==> config.mk <==
export PLATFORM = sky130hd
export DESIGN_NAME = conv_frame_ctrl_flat
export DESIGN_NICKNAME = d
export VERILOG_FILES = /design/src/rtl/conv_frame_if.sv /design/src/rtl/conv_frame_ctrl.sv /design/src/flat_wrapper.sv
export SDC_FILE = /design/constraint.sdc
export NUM_CORES = 1
export LEC_CHECK = 0
export CAP_MARGIN = 40
export CORE_AREA = 2 2 96 98
export DETAILED_ROUTE_END_ITERATION = 8
export DIE_AREA = 0 0 98 100
export PLACE_DENSITY = 0.72
export SYNTH_ARGS = -nofsm -noshare
export SYNTH_HDL_FRONTEND = slang
export SYNTH_SLANG_ARGS = --single-unit
==> constraint.sdc <==
create_clock -name clk -period 2.2 [get_ports clk]
set_clock_uncertainty 0.15 [all_clocks]
set_input_delay 0.55 -clock clk [delete_from_list [all_inputs] [get_ports clk]]
set_output_delay 0.55 -clock clk [all_outputs]
set_load 0.005 [all_outputs]
==> src/rtl/conv_frame_if.sv <==
// conv_frame_if
//   Groups the bit-stream input handshake and the coded-pair output of
//   conv_frame_ctrl into a single bundle.
//   master : the producer/consumer side (drives in_*, observes out_*)
//   slave  : the frame controller (accepts in_*, drives out_*)
// Signals:
//   in_valid / in_ready : bit transfer handshake (transfer when both high)
//   in_bit              : data bit
//   in_last             : final bit of the frame
//   out_valid           : coded pair valid, no backpressure
//   out_c0 / out_c1     : coded pair
//   out_last            : final pair of the frame
interface conv_frame_if;
  logic in_valid;
  logic in_ready;
  logic in_bit;
  logic in_last;
  logic out_valid;
  logic out_c0;
  logic out_c1;
  logic out_last;

  modport master (
    output in_valid, in_bit, in_last,
    input  in_ready,
    input  out_valid, out_c0, out_c1, out_last
  );

  modport slave (
    input  in_valid, in_bit, in_last,
    output in_ready,
    output out_valid, out_c0, out_c1, out_last
  );
endinterface

==> src/rtl/conv_frame_ctrl.sv <==
// conv_frame_ctrl
//   Frame sequencer for an external rate-1/2, 3-stage convolutional encoder.
//   Buffers one frame of bits (LOAD), pulses the encoder clear (CLEAR), then
//   streams the frame, optionally followed by three zero tail bits, into the
//   encoder at one bit per clock (SHIFT). Coded pairs are registered and
//   emitted two cycles after the bit is presented; DRAIN lets the last pair
//   leave and marks it with out_last. The encoder cannot stall, so all flow
//   control happens at the input buffer.
//
//   Build option: define CONV_TAIL_FLUSH_EN to append three zero tail bits so
//   the encoder ends every frame in the all-zero state.
//
// Ports:
//   clk        rising-edge clock
//   reset_n    synchronous active-low reset
//   bus        conv_frame_if.slave: input bit handshake and coded-pair output
//   enc_reset  registered active-high encoder clear
//   enc_b0     registered bit presented to the encoder
//   enc_c0/c1  encoder coded outputs
//   busy       high while a frame is being encoded (CLEAR/SHIFT/DRAIN)
//   frame_len  data bits in the current / most recent frame
//   trunc      one-cycle pulse when a frame was cut at MAX_BITS
module conv_frame_ctrl #(
  parameter int MAX_BITS = 64,
  parameter int LEN_W    = 7
) (
  input  logic             clk,
  input  logic             reset_n,
  conv_frame_if.slave      bus,
  output logic             enc_reset,
  output logic             enc_b0,
  input  logic             enc_c0,
  input  logic             enc_c1,
  output logic             busy,
  output logic [LEN_W-1:0] frame_len,
  output logic             trunc
);

  localparam int IDX_W = (MAX_BITS > 1) ? $clog2(MAX_BITS) : 1;

`ifdef CONV_TAIL_FLUSH_EN
  localparam logic [LEN_W-1:0] TAIL_BITS = LEN_W'(3);
`else
  localparam logic [LEN_W-1:0] TAIL_BITS = LEN_W'(0);
`endif

  typedef enum logic [2:0] {
    S_LOAD,
    S_CLEAR,
    S_SHIFT,
    S_DRAIN1,
    S_DRAIN2
  } state_t;

  state_t             state;
  logic [LEN_W-1:0]   wr_cnt;
  logic [LEN_W-1:0]   sh_cnt;
  logic [MAX_BITS-1:0] frame_buf;
  logic               v1;        // shift strobe delayed one cycle: enc_c* valid

  logic               accept;
  logic               at_limit;
  logic [LEN_W-1:0]   total;
  logic [IDX_W-1:0]   wr_idx;
  logic [IDX_W-1:0]   rd_idx;

  assign bus.in_ready = (state == S_LOAD);
  assign busy         = (state != S_LOAD);
  assign accept       = bus.in_valid && (state == S_LOAD);
  assign at_limit     = (wr_cnt == LEN_W'(MAX_BITS - 1));
  assign total        = frame_len + TAIL_BITS;
  assign wr_idx       = wr_cnt[IDX_W-1:0];
  assign rd_idx       = sh_cnt[IDX_W-1:0];

  // NOTE: the frame buffer is deliberately left out of reset; every location
  // read during SHIFT was written during LOAD of the same frame.
  always_ff @(posedge clk) begin
    if (accept) frame_buf[wr_idx] <= bus.in_bit;
  end

  // NOTE: all state below uses non-blocking assignments so every register
  // sees the pre-edge values of the others, regardless of statement order.
  always_ff @(posedge clk) begin
    if (!reset_n) begin
      state         <= S_LOAD;
      wr_cnt        <= '0;
      sh_cnt        <= '0;
      frame_len     <= '0;
      enc_reset     <= 1'b1;
      enc_b0        <= 1'b0;
      v1            <= 1'b0;
      bus.out_valid <= 1'b0;
      bus.out_c0    <= 1'b0;
      bus.out_c1    <= 1'b0;
      bus.out_last  <= 1'b0;
      trunc         <= 1'b0;
    end else begin
      // Output capture pipeline: the pair reflecting bit k is on enc_c* in
      // the cycle after bit k was loaded into enc_b0 (v1 high).
      bus.out_valid <= v1;
      bus.out_c0    <= v1 & enc_c0;
      bus.out_c1    <= v1 & enc_c1;
      bus.out_last  <= 1'b0;
      v1            <= 1'b0;
      trunc         <= 1'b0;
      // enc_b0 rests at 0 outside SHIFT so the first post-clear shift of the
      // encoder pulls in a zero history bit.
      enc_b0        <= 1'b0;

      case (state)
        S_LOAD: begin
          enc_reset <= 1'b0;
          if (accept) begin
            wr_cnt <= wr_cnt + LEN_W'(1);
            if (bus.in_last || at_limit) begin
              frame_len <= wr_cnt + LEN_W'(1);
              wr_cnt    <= '0;
              enc_reset <= 1'b1;
              trunc     <= !bus.in_last;
              state     <= S_CLEAR;
            end
          end
        end

        S_CLEAR: begin
          // Encoder clears at the edge ending this cycle.
          enc_reset <= 1'b0;
          sh_cnt    <= '0;
          state     <= S_SHIFT;
        end

        S_SHIFT: begin
          enc_b0 <= (sh_cnt < frame_len) ? frame_buf[rd_idx] : 1'b0;
          sh_cnt <= sh_cnt + LEN_W'(1);
          v1     <= 1'b1;
          if (sh_cnt == total - LEN_W'(1)) state <= S_DRAIN1;
        end

        S_DRAIN1: begin
          // Last pair is captured at the end of this cycle.
          bus.out_last <= 1'b1;
          state        <= S_DRAIN2;
        end

        S_DRAIN2: begin
          state <= S_LOAD;
        end

        default: begin
          state <= S_LOAD;
        end
      endcase
    end
  end

endmodule

==> src/flat_wrapper.sv <==
// flat-port wrapper written by rule: the top's interface ports become plain ports
module conv_frame_ctrl_flat 
#(
  parameter int MAX_BITS = 64,
  parameter int LEN_W    = 7
)
  (clk, reset_n, enc_reset, enc_b0, enc_c0, enc_c1, busy, frame_len, trunc, bus_in_valid, bus_in_bit, bus_in_last, bus_in_ready, bus_out_valid, bus_out_c0, bus_out_c1, bus_out_last);
  conv_frame_if bus_i ();
  input  logic clk;
  input  logic reset_n;
  output logic enc_reset;
  output logic enc_b0;
  input  logic enc_c0;
  input  logic enc_c1;
  output logic busy;
  output logic [LEN_W-1:0] frame_len;
  output logic trunc;
  input wire logic [$bits(bus_i.in_valid)-1:0] bus_in_valid;
  input wire logic [$bits(bus_i.in_bit)-1:0] bus_in_bit;
  input wire logic [$bits(bus_i.in_last)-1:0] bus_in_last;
  output wire logic [$bits(bus_i.in_ready)-1:0] bus_in_ready;
  output wire logic [$bits(bus_i.out_valid)-1:0] bus_out_valid;
  output wire logic [$bits(bus_i.out_c0)-1:0] bus_out_c0;
  output wire logic [$bits(bus_i.out_c1)-1:0] bus_out_c1;
  output wire logic [$bits(bus_i.out_last)-1:0] bus_out_last;
  assign bus_i.in_valid = bus_in_valid;
  assign bus_i.in_bit = bus_in_bit;
  assign bus_i.in_last = bus_in_last;
  assign bus_in_ready = bus_i.in_ready;
  assign bus_out_valid = bus_i.out_valid;
  assign bus_out_c0 = bus_i.out_c0;
  assign bus_out_c1 = bus_i.out_c1;
  assign bus_out_last = bus_i.out_last;
  conv_frame_ctrl #(.MAX_BITS(MAX_BITS), .LEN_W(LEN_W)) u_core (.clk(clk), .reset_n(reset_n), .bus(bus_i), .enc_reset(enc_reset), .enc_b0(enc_b0), .enc_c0(enc_c0), .enc_c1(enc_c1), .busy(busy), .frame_len(frame_len), .trunc(trunc));
endmodule
== Yosys cells after proc, flatten, opt, wreduce, memory -nomap -nowiden ==
Cells that the tools add are included.
Cells by class
  muxes and demuxes: 16
  reduce and logical (&&, ||, !) cells: 13
  add/subtract/negate cells: 3
  divide/modulo/power cells: 0
  $lt $le $gt $ge: 4
  shift operators: 0
  eq/ne operators: 8
  multipliers: 0
  bitwise operators: 2
Operators by type and width (count)
  $bwmux W64: 1
  $add A7 B1 Y7 const B: 2
  $lt A6 B7 Y1 const B: 2
  $pmux W7 S2: 1
  $pmux W3 S4: 1
  $mux W3: 3
  $reduce_and A3 Y1: 3
  $eq A7 B6 Y1 const B: 1
  $eq A7 B7 Y1: 1
  $lt A7 B7 Y1: 1
  $mux W7: 1
  $sub A7 B1 Y7 const B: 1
  $bmux W1 S6: 1
  $demux W1 S6: 1
  $eq A3 B2 Y1 const B: 2
  $ge A6 B1 Y1 const B: 1
  $mux W1: 6
  $ne A2 B1 Y1 const B: 3
  $reduce_and A4 Y1: 1
  $reduce_bool A2 Y1: 2
  $eq A3 B1 Y1 const B: 1
  $logic_not A3 Y1: 1
  $reduce_bool A3 Y1: 1
  $and A1 B1 Y1: 2
  other kinds (5): 6
Word-level totals
  latch bits: 0
  RAM bits: 0
  bits in registers: 96
  output and inout bits: 16
  ROM bits: 0
  word-level logic and storage cells: 59
  input port bits: 7
  memories kept: 0

== Longest topological paths before layout ==
  word-level depth: 5
  gate-level depth with buffers: 10
  gate-level depth less buffers: 8

== Worst setup path after synthesis ==
Ideal clock, no wire load.
  kind: flip-flop to flip-flop
  from: register u_core.frame_len[3]
  to: register u_core.enc_b0
  setup slack: 0.245 ns
  data arrival time: 1.738 ns
  buffers on the path: 0
  library setup time: 0.067 ns
  required time: 1.983 ns
  cell stages (with the launch flop): 9
  clock period less this slack: 1.955 ns
  cells stage by stage: dfxtp_1 -> inv_1 -> ha_1 -> a21o_1 -> a211oi_1 -> a21oi_1 -> nor3_1 -> o211ai_1 -> o21ai_2
Between the ends
  word-level cells in the longest chain between the ends: 2
Ends and longest elaborated chain
  start, declared: line conv_frame_ctrl.sv:35  | output logic [LEN_W-1:0] frame_len,
  start signal, assigned: line conv_frame_ctrl.sv:116  | frame_len <= wr_cnt + LEN_W'(1);
  $lt A7 B7 Y1: line conv_frame_ctrl.sv:133  | enc_b0 <= (sh_cnt < frame_len) ? frame_buf[rd_idx] : 1'b0;
  $reduce_and A3 Y1 (no line)
  end signal, assigned: line conv_frame_ctrl.sv:133
  end, declared: line conv_frame_ctrl.sv:31  | output logic enc_b0,
Every way passes these cells.
A chain may end at the register's enable or synchronous reset.

== Final worst setup path ==
  from: register u_core.frame_len[0]
  to: output port frame_len[0]
RTL lines
  end, declared: line flat_wrapper.sv:16  | output logic [LEN_W-1:0] frame_len;
No word-level cell between the ends.

==> run summary <==
OUTCOME
--------------------------------------------------------------------------------------
Outcome ................................................................. finished clean

GRT
--------------------------------------------------------------------------------------
All-Layer GR Usage ......................................................        0.212
Number of antenna violations at the first check in global routing .......            0
Maximum number of pins on one net before global-route repair ............           65
Total overflow reported by the global router ............................            0
Vias in the first global route ..........................................         3159
Wire length of the first global-routing pass ............................      16.2 mm

STA
--------------------------------------------------------------------------------------
Worst slack on hold paths ...............................................     0.332 ns
Number of failing hold endpoints at the final stage .....................            0
Final WS setup ..........................................................     0.111 ns
Final count of negative-setup-slack endpoints ...........................            0
Maximum clock rate ......................................................      479 MHz
Post-route clock period utilization .....................................        0.950
Worst-margin pin slew ...................................................     0.525 ns
Max-Slew Margin vs Limit ................................................        0.650
Clock period minus worst slack ..........................................      2.09 ns
Aggregate negative setup slack ..........................................         0 ns
RSZ-0062 raised after global routing ....................................        false
Slew Limit Fails ........................................................            0

DETAILED ROUTING
--------------------------------------------------------------------------------------
1st-iter DRT viols ......................................................          257
Detail-routed via count per cell ........................................         5.70
Number of nets still failing antenna checks after routing ...............            0
Via count ...............................................................         3243
Final routed wire length divided by cell count ..........................      17.4 um
Detailed Route WL .......................................................      9.89 mm
Remaining design rule violation count ...................................            0
Iteration count of the initial detailed-routing pass ....................            5

CLOCK TREE
--------------------------------------------------------------------------------------
Clk sinks ...............................................................           96
Clock transition at path regs ...........................................      0.10 ns
Largest buffer count on any clock path ..................................            2
Hold bufs inserted after CTS ............................................            0
H-tree levels ...........................................................            3
Worst skew pair latency .................................................      0.37 ns
Clk root buf ............................................................ sky130_fd_sc_hd__clkbuf_8
TritonCTS clock tree ....................................................          yes
TritonCTS Buffers .......................................................            9

SETUP PATH
--------------------------------------------------------------------------------------
Slowest cell on crit path ............................................... sky130_fd_sc_hd__clkdlybuf4s50_1
Worst r2r src ........................................................... u_core.sh_cnt[0]$_SDFFE_PN0N_
Critical register-to-register path endpoint ............................. u_core.enc_b0$_SDFF_PN0_
WP buf/inv ..............................................................            1
Reg2reg path depth ......................................................            6
Cell-by-cell trace of the critical path ................................. clkdlybuf4s50_1
Signal arrival time at the worst endpoint ...............................      1.39 ns
Critical Path Sink Type ................................................. primary output
Delay of the slowest cell on the worst path .............................      0.56 ns
Element type at the critical path start .................................     register
CP Depth ................................................................            1
Dominant delay contributor by cell family on the critical path .......... buffers and inverters
Required time of the critical path ......................................      1.50 ns
Critical path class ..................................................... register to primary output
Crit Path Max Fanout ....................................................            5
Register-to-register setup slack ........................................      0.16 ns

LOGIC SYNTHESIS
--------------------------------------------------------------------------------------
Cell area after technology mapping ...................................... 0.00468 mm^2
Number of warnings printed during yosys synthesis .......................            0
Cell types with the highest counts after synthesis ...................... 80 x sky130_fd_sc_hd__nor2_1, 64 x sky130_fd_sc_hd__edfxtp_1, 34 x sky130_fd_sc_hd__nand2_1, 32 x sky130_fd_sc_hd__dfxtp_1
Cell types with the largest area share after synthesis .................. sky130_fd_sc_hd__edfxtp_1 41%, sky130_fd_sc_hd__dfxtp_1 14%, sky130_fd_sc_hd__mux4_1 6.7%
Flop and latch count out of synthesis ...................................           96
Avg Synthesized Cell Area ...............................................    11.3 um^2
Post-Syn Instances ......................................................          412
Area share of the largest cell type after synthesis .....................        0.411
Netlist cell types ......................................................           62
Count leader, synth ..................................................... sky130_fd_sc_hd__nor2_1
Main flop type after synthesis .......................................... sky130_fd_sc_hd__edfxtp_1
Cell type with the highest aggregate area in the netlist ................ sky130_fd_sc_hd__edfxtp_1
Number of enable flip-flop cells after synthesis ........................           64
Asr flop ratio synth ....................................................            0
Synthesized Nets ........................................................          429
Proportion of synthesized chip area in sequential cells .................        0.548

WORST HOLD PATH
--------------------------------------------------------------------------------------
Hold path depth .........................................................            1
Min-delay worst type .................................................... register to register
Hold worst-path end ..................................................... u_core.bus.out_valid$_SDFF_PN0_
Worst Min Path Start .................................................... u_core.v1$_SDFF_PN0_

POWER AND IR DROP
--------------------------------------------------------------------------------------
Maximum VDD drop ........................................................   0.000381 V
Post-layout power .......................................................      3.41 mW
Switching fraction of total power .......................................        0.258
Internal power of the cells .............................................      2.53 mW
Reg power frac ..........................................................        0.573
Part of the power in the clock network ..................................        0.339
Leakage power of the design .............................................      1.88 nW
Power density over the cells ............................................  634 mW/mm^2
Combinational share of power ............................................        0.087
Reported net switching power ............................................     0.879 mW

FLOORPLAN
--------------------------------------------------------------------------------------
Number of primary I/O pins ..............................................           23
Chip width ..............................................................        98 um
Area inside the core boundary ........................................... 0.00889 mm^2
Number of cell rows .....................................................           35
Die span in y ...........................................................       100 um
Die ar. ................................................................. 0.00980 mm^2
Initial Utilization .....................................................        0.526

JOB
--------------------------------------------------------------------------------------
Number of max-cap violations ............................................            0

PLACEMENT
--------------------------------------------------------------------------------------
HPWL Detailed ...........................................................      6.72 mm
Count of buffers from port buffering ....................................           22
Weighted congestion reported at the end of routability-driven placement .        0.862
Pre-CTS worst setup slack ...............................................    -0.127 ns

CELLS AND AREA
--------------------------------------------------------------------------------------
Filler instances ........................................................          716
Synthesis-to-layout area growth .........................................        14.9%
Layout cells sized above 1 ..............................................        0.155
Count of nets after finishing ...........................................          470
Antenna cell count ......................................................            0

==> sequential cells by signal, indices dropped and copies added (netlist names) <==
signal / flops
u_core.frame_buf: 64
u_core.bus.out_last: 1
u_core.v1: 1
u_core.sh_cnt: 7
u_core.wr_cnt: 7
u_core.trunc: 1
u_core.bus.out_c1: 1
u_core.enc_reset: 1
u_core.state: 3
u_core.enc_b0: 1
u_core.frame_len: 7
u_core.bus.out_valid: 1
u_core.bus.out_c0: 1
==> worst max path at each step <==
stage / endpoint / startpoint / slack (ns)
after floorplan: u_core.enc_b0$_SDFF_PN0_ / u_core.frame_len[3]$_SDFFE_PN0P_ / 0.24
after global placement: u_core.frame_len[5]$_SDFFE_PN0P_ / bus_in_valid / -0.1
after detailed placement: u_core.frame_len[2]$_SDFFE_PN0P_ / bus_in_valid / -0.13
after CTS: busy / u_core.state[2]$_SDFFE_PN0P_ / 0.00009
after global routing: u_core.enc_b0$_SDFF_PN0_ / u_core.sh_cnt[0]$_SDFFE_PN0N_ / 0.02
final: frame_len[0] / u_core.frame_len[0]$_SDFFE_PN0P_ / 0.11
==> worst register-to-register path, delay by kind of cell, from the launching register on <==
| kind | cells | cell delay (ns) |
|---|---|---|
| buffers and inverters | 1 | 0.19 |
| flip-flops | 1 | 0.37 |
| multiplexers | 1 | 0.54 |
| AO/OA/AOI/OAI | 4 | 0.70 |
==> cell usage in the layout (no fill, tap or decap), types with 3 or more instances in the layout <==
master                            instances
sky130_fd_sc_hd__and2_1                   9
sky130_fd_sc_hd__ha_1                    10
sky130_fd_sc_hd__clkbuf_8                 9
sky130_fd_sc_hd__edfxtp_1                64
sky130_fd_sc_hd__and3_1                   6
sky130_fd_sc_hd__o21ai_0                 13
sky130_fd_sc_hd__o211a_1                  5
sky130_fd_sc_hd__nor3_1                   5
sky130_fd_sc_hd__mux2i_1                  6
sky130_fd_sc_hd__xor2_1                   4
sky130_fd_sc_hd__clkdlybuf4s50_1         20
sky130_fd_sc_hd__nand3_1                 13
sky130_fd_sc_hd__nand2_1                 34
sky130_fd_sc_hd__nor2_1                  79
sky130_fd_sc_hd__nor2b_1                 10
sky130_fd_sc_hd__a21oi_1                  5
sky130_fd_sc_hd__dfxtp_1                 30
sky130_fd_sc_hd__o22ai_1                  5
sky130_fd_sc_hd__buf_4                   33
sky130_fd_sc_hd__mux4_1                  12
sky130_fd_sc_hd__nand4_1                  3
sky130_fd_sc_hd__a21boi_0                 3
sky130_fd_sc_hd__xnor2_1                  9
sky130_fd_sc_hd__inv_1                   13
==> per-layer routing <==
metal / share of wire / vias to the layer above / global-route usage
met5: 0 / - / 0
met4: 0.019 / 0 / 0.0780
met3: 0.041 / 16 / 0.0299
met2: 0.49 / 80 / 0.357
met1: 0.45 / 1581 / 0.284
li1: - / 1566 / -
==> power by group through the flow <==
stage	clock network, mW	registers, mW	logic (mW)
CTS	1.17	1.95	0.296
floorplan	0	2.00	0.169
global placement	0	2.00	0.287
detailed placement	0	2.00	0.293
global route	1.22	1.96	0.326
finish	1.16	1.95	0.298
==> cell type report <==
type / count / area (um^2) / area share
multi-input cells: 277 / 1930 / 0.359
clock inverters: 7 / 72.6 / 0.0135
flip-flops and latches: 96 / 2570 / 0.478
repair buffers: 56 / 489 / 0.0911
inverters: 13 / 48.8 / 0.00908
well taps: 111 / 139 / 0.0258
clock buffers: 9 / 124 / 0.0231
==> repair_timing <==
action	CTS	global route
resized for setup	3	8
endpoints found under the setup margin	2	9
buffers inserted	1	1
pin swaps	1	1
==> per-stage QoR <==
step / instances / instance area [um^2] / util
after global placement: 551 / 5130 / 0.577
after detailed placement: 551 / 5130 / 0.577
after floorplan: 412 / 4680 / -
after global routing: 569 / 5370 / 0.604
after CTS: 568 / 5340 / 0.601
final: 569 / 5370 / 0.604
==> kinds of logic (layout without fill, tap and decap cells) <==
kind of cell               count (synthesis)  in the layout  synth area share
and+or+nand+nor                          182            182             0.188
DFF                                       96             96             0.548
AOI/OAI and AO/OA                         51             51            0.0771
buffers and inverters                     39             85            0.0433
muxes                                     21             21            0.0923
xor gates and xnor gates                  13             13            0.0244
adders and majority gates                 10             10            0.0268
(Power assumes the default switching activity.)
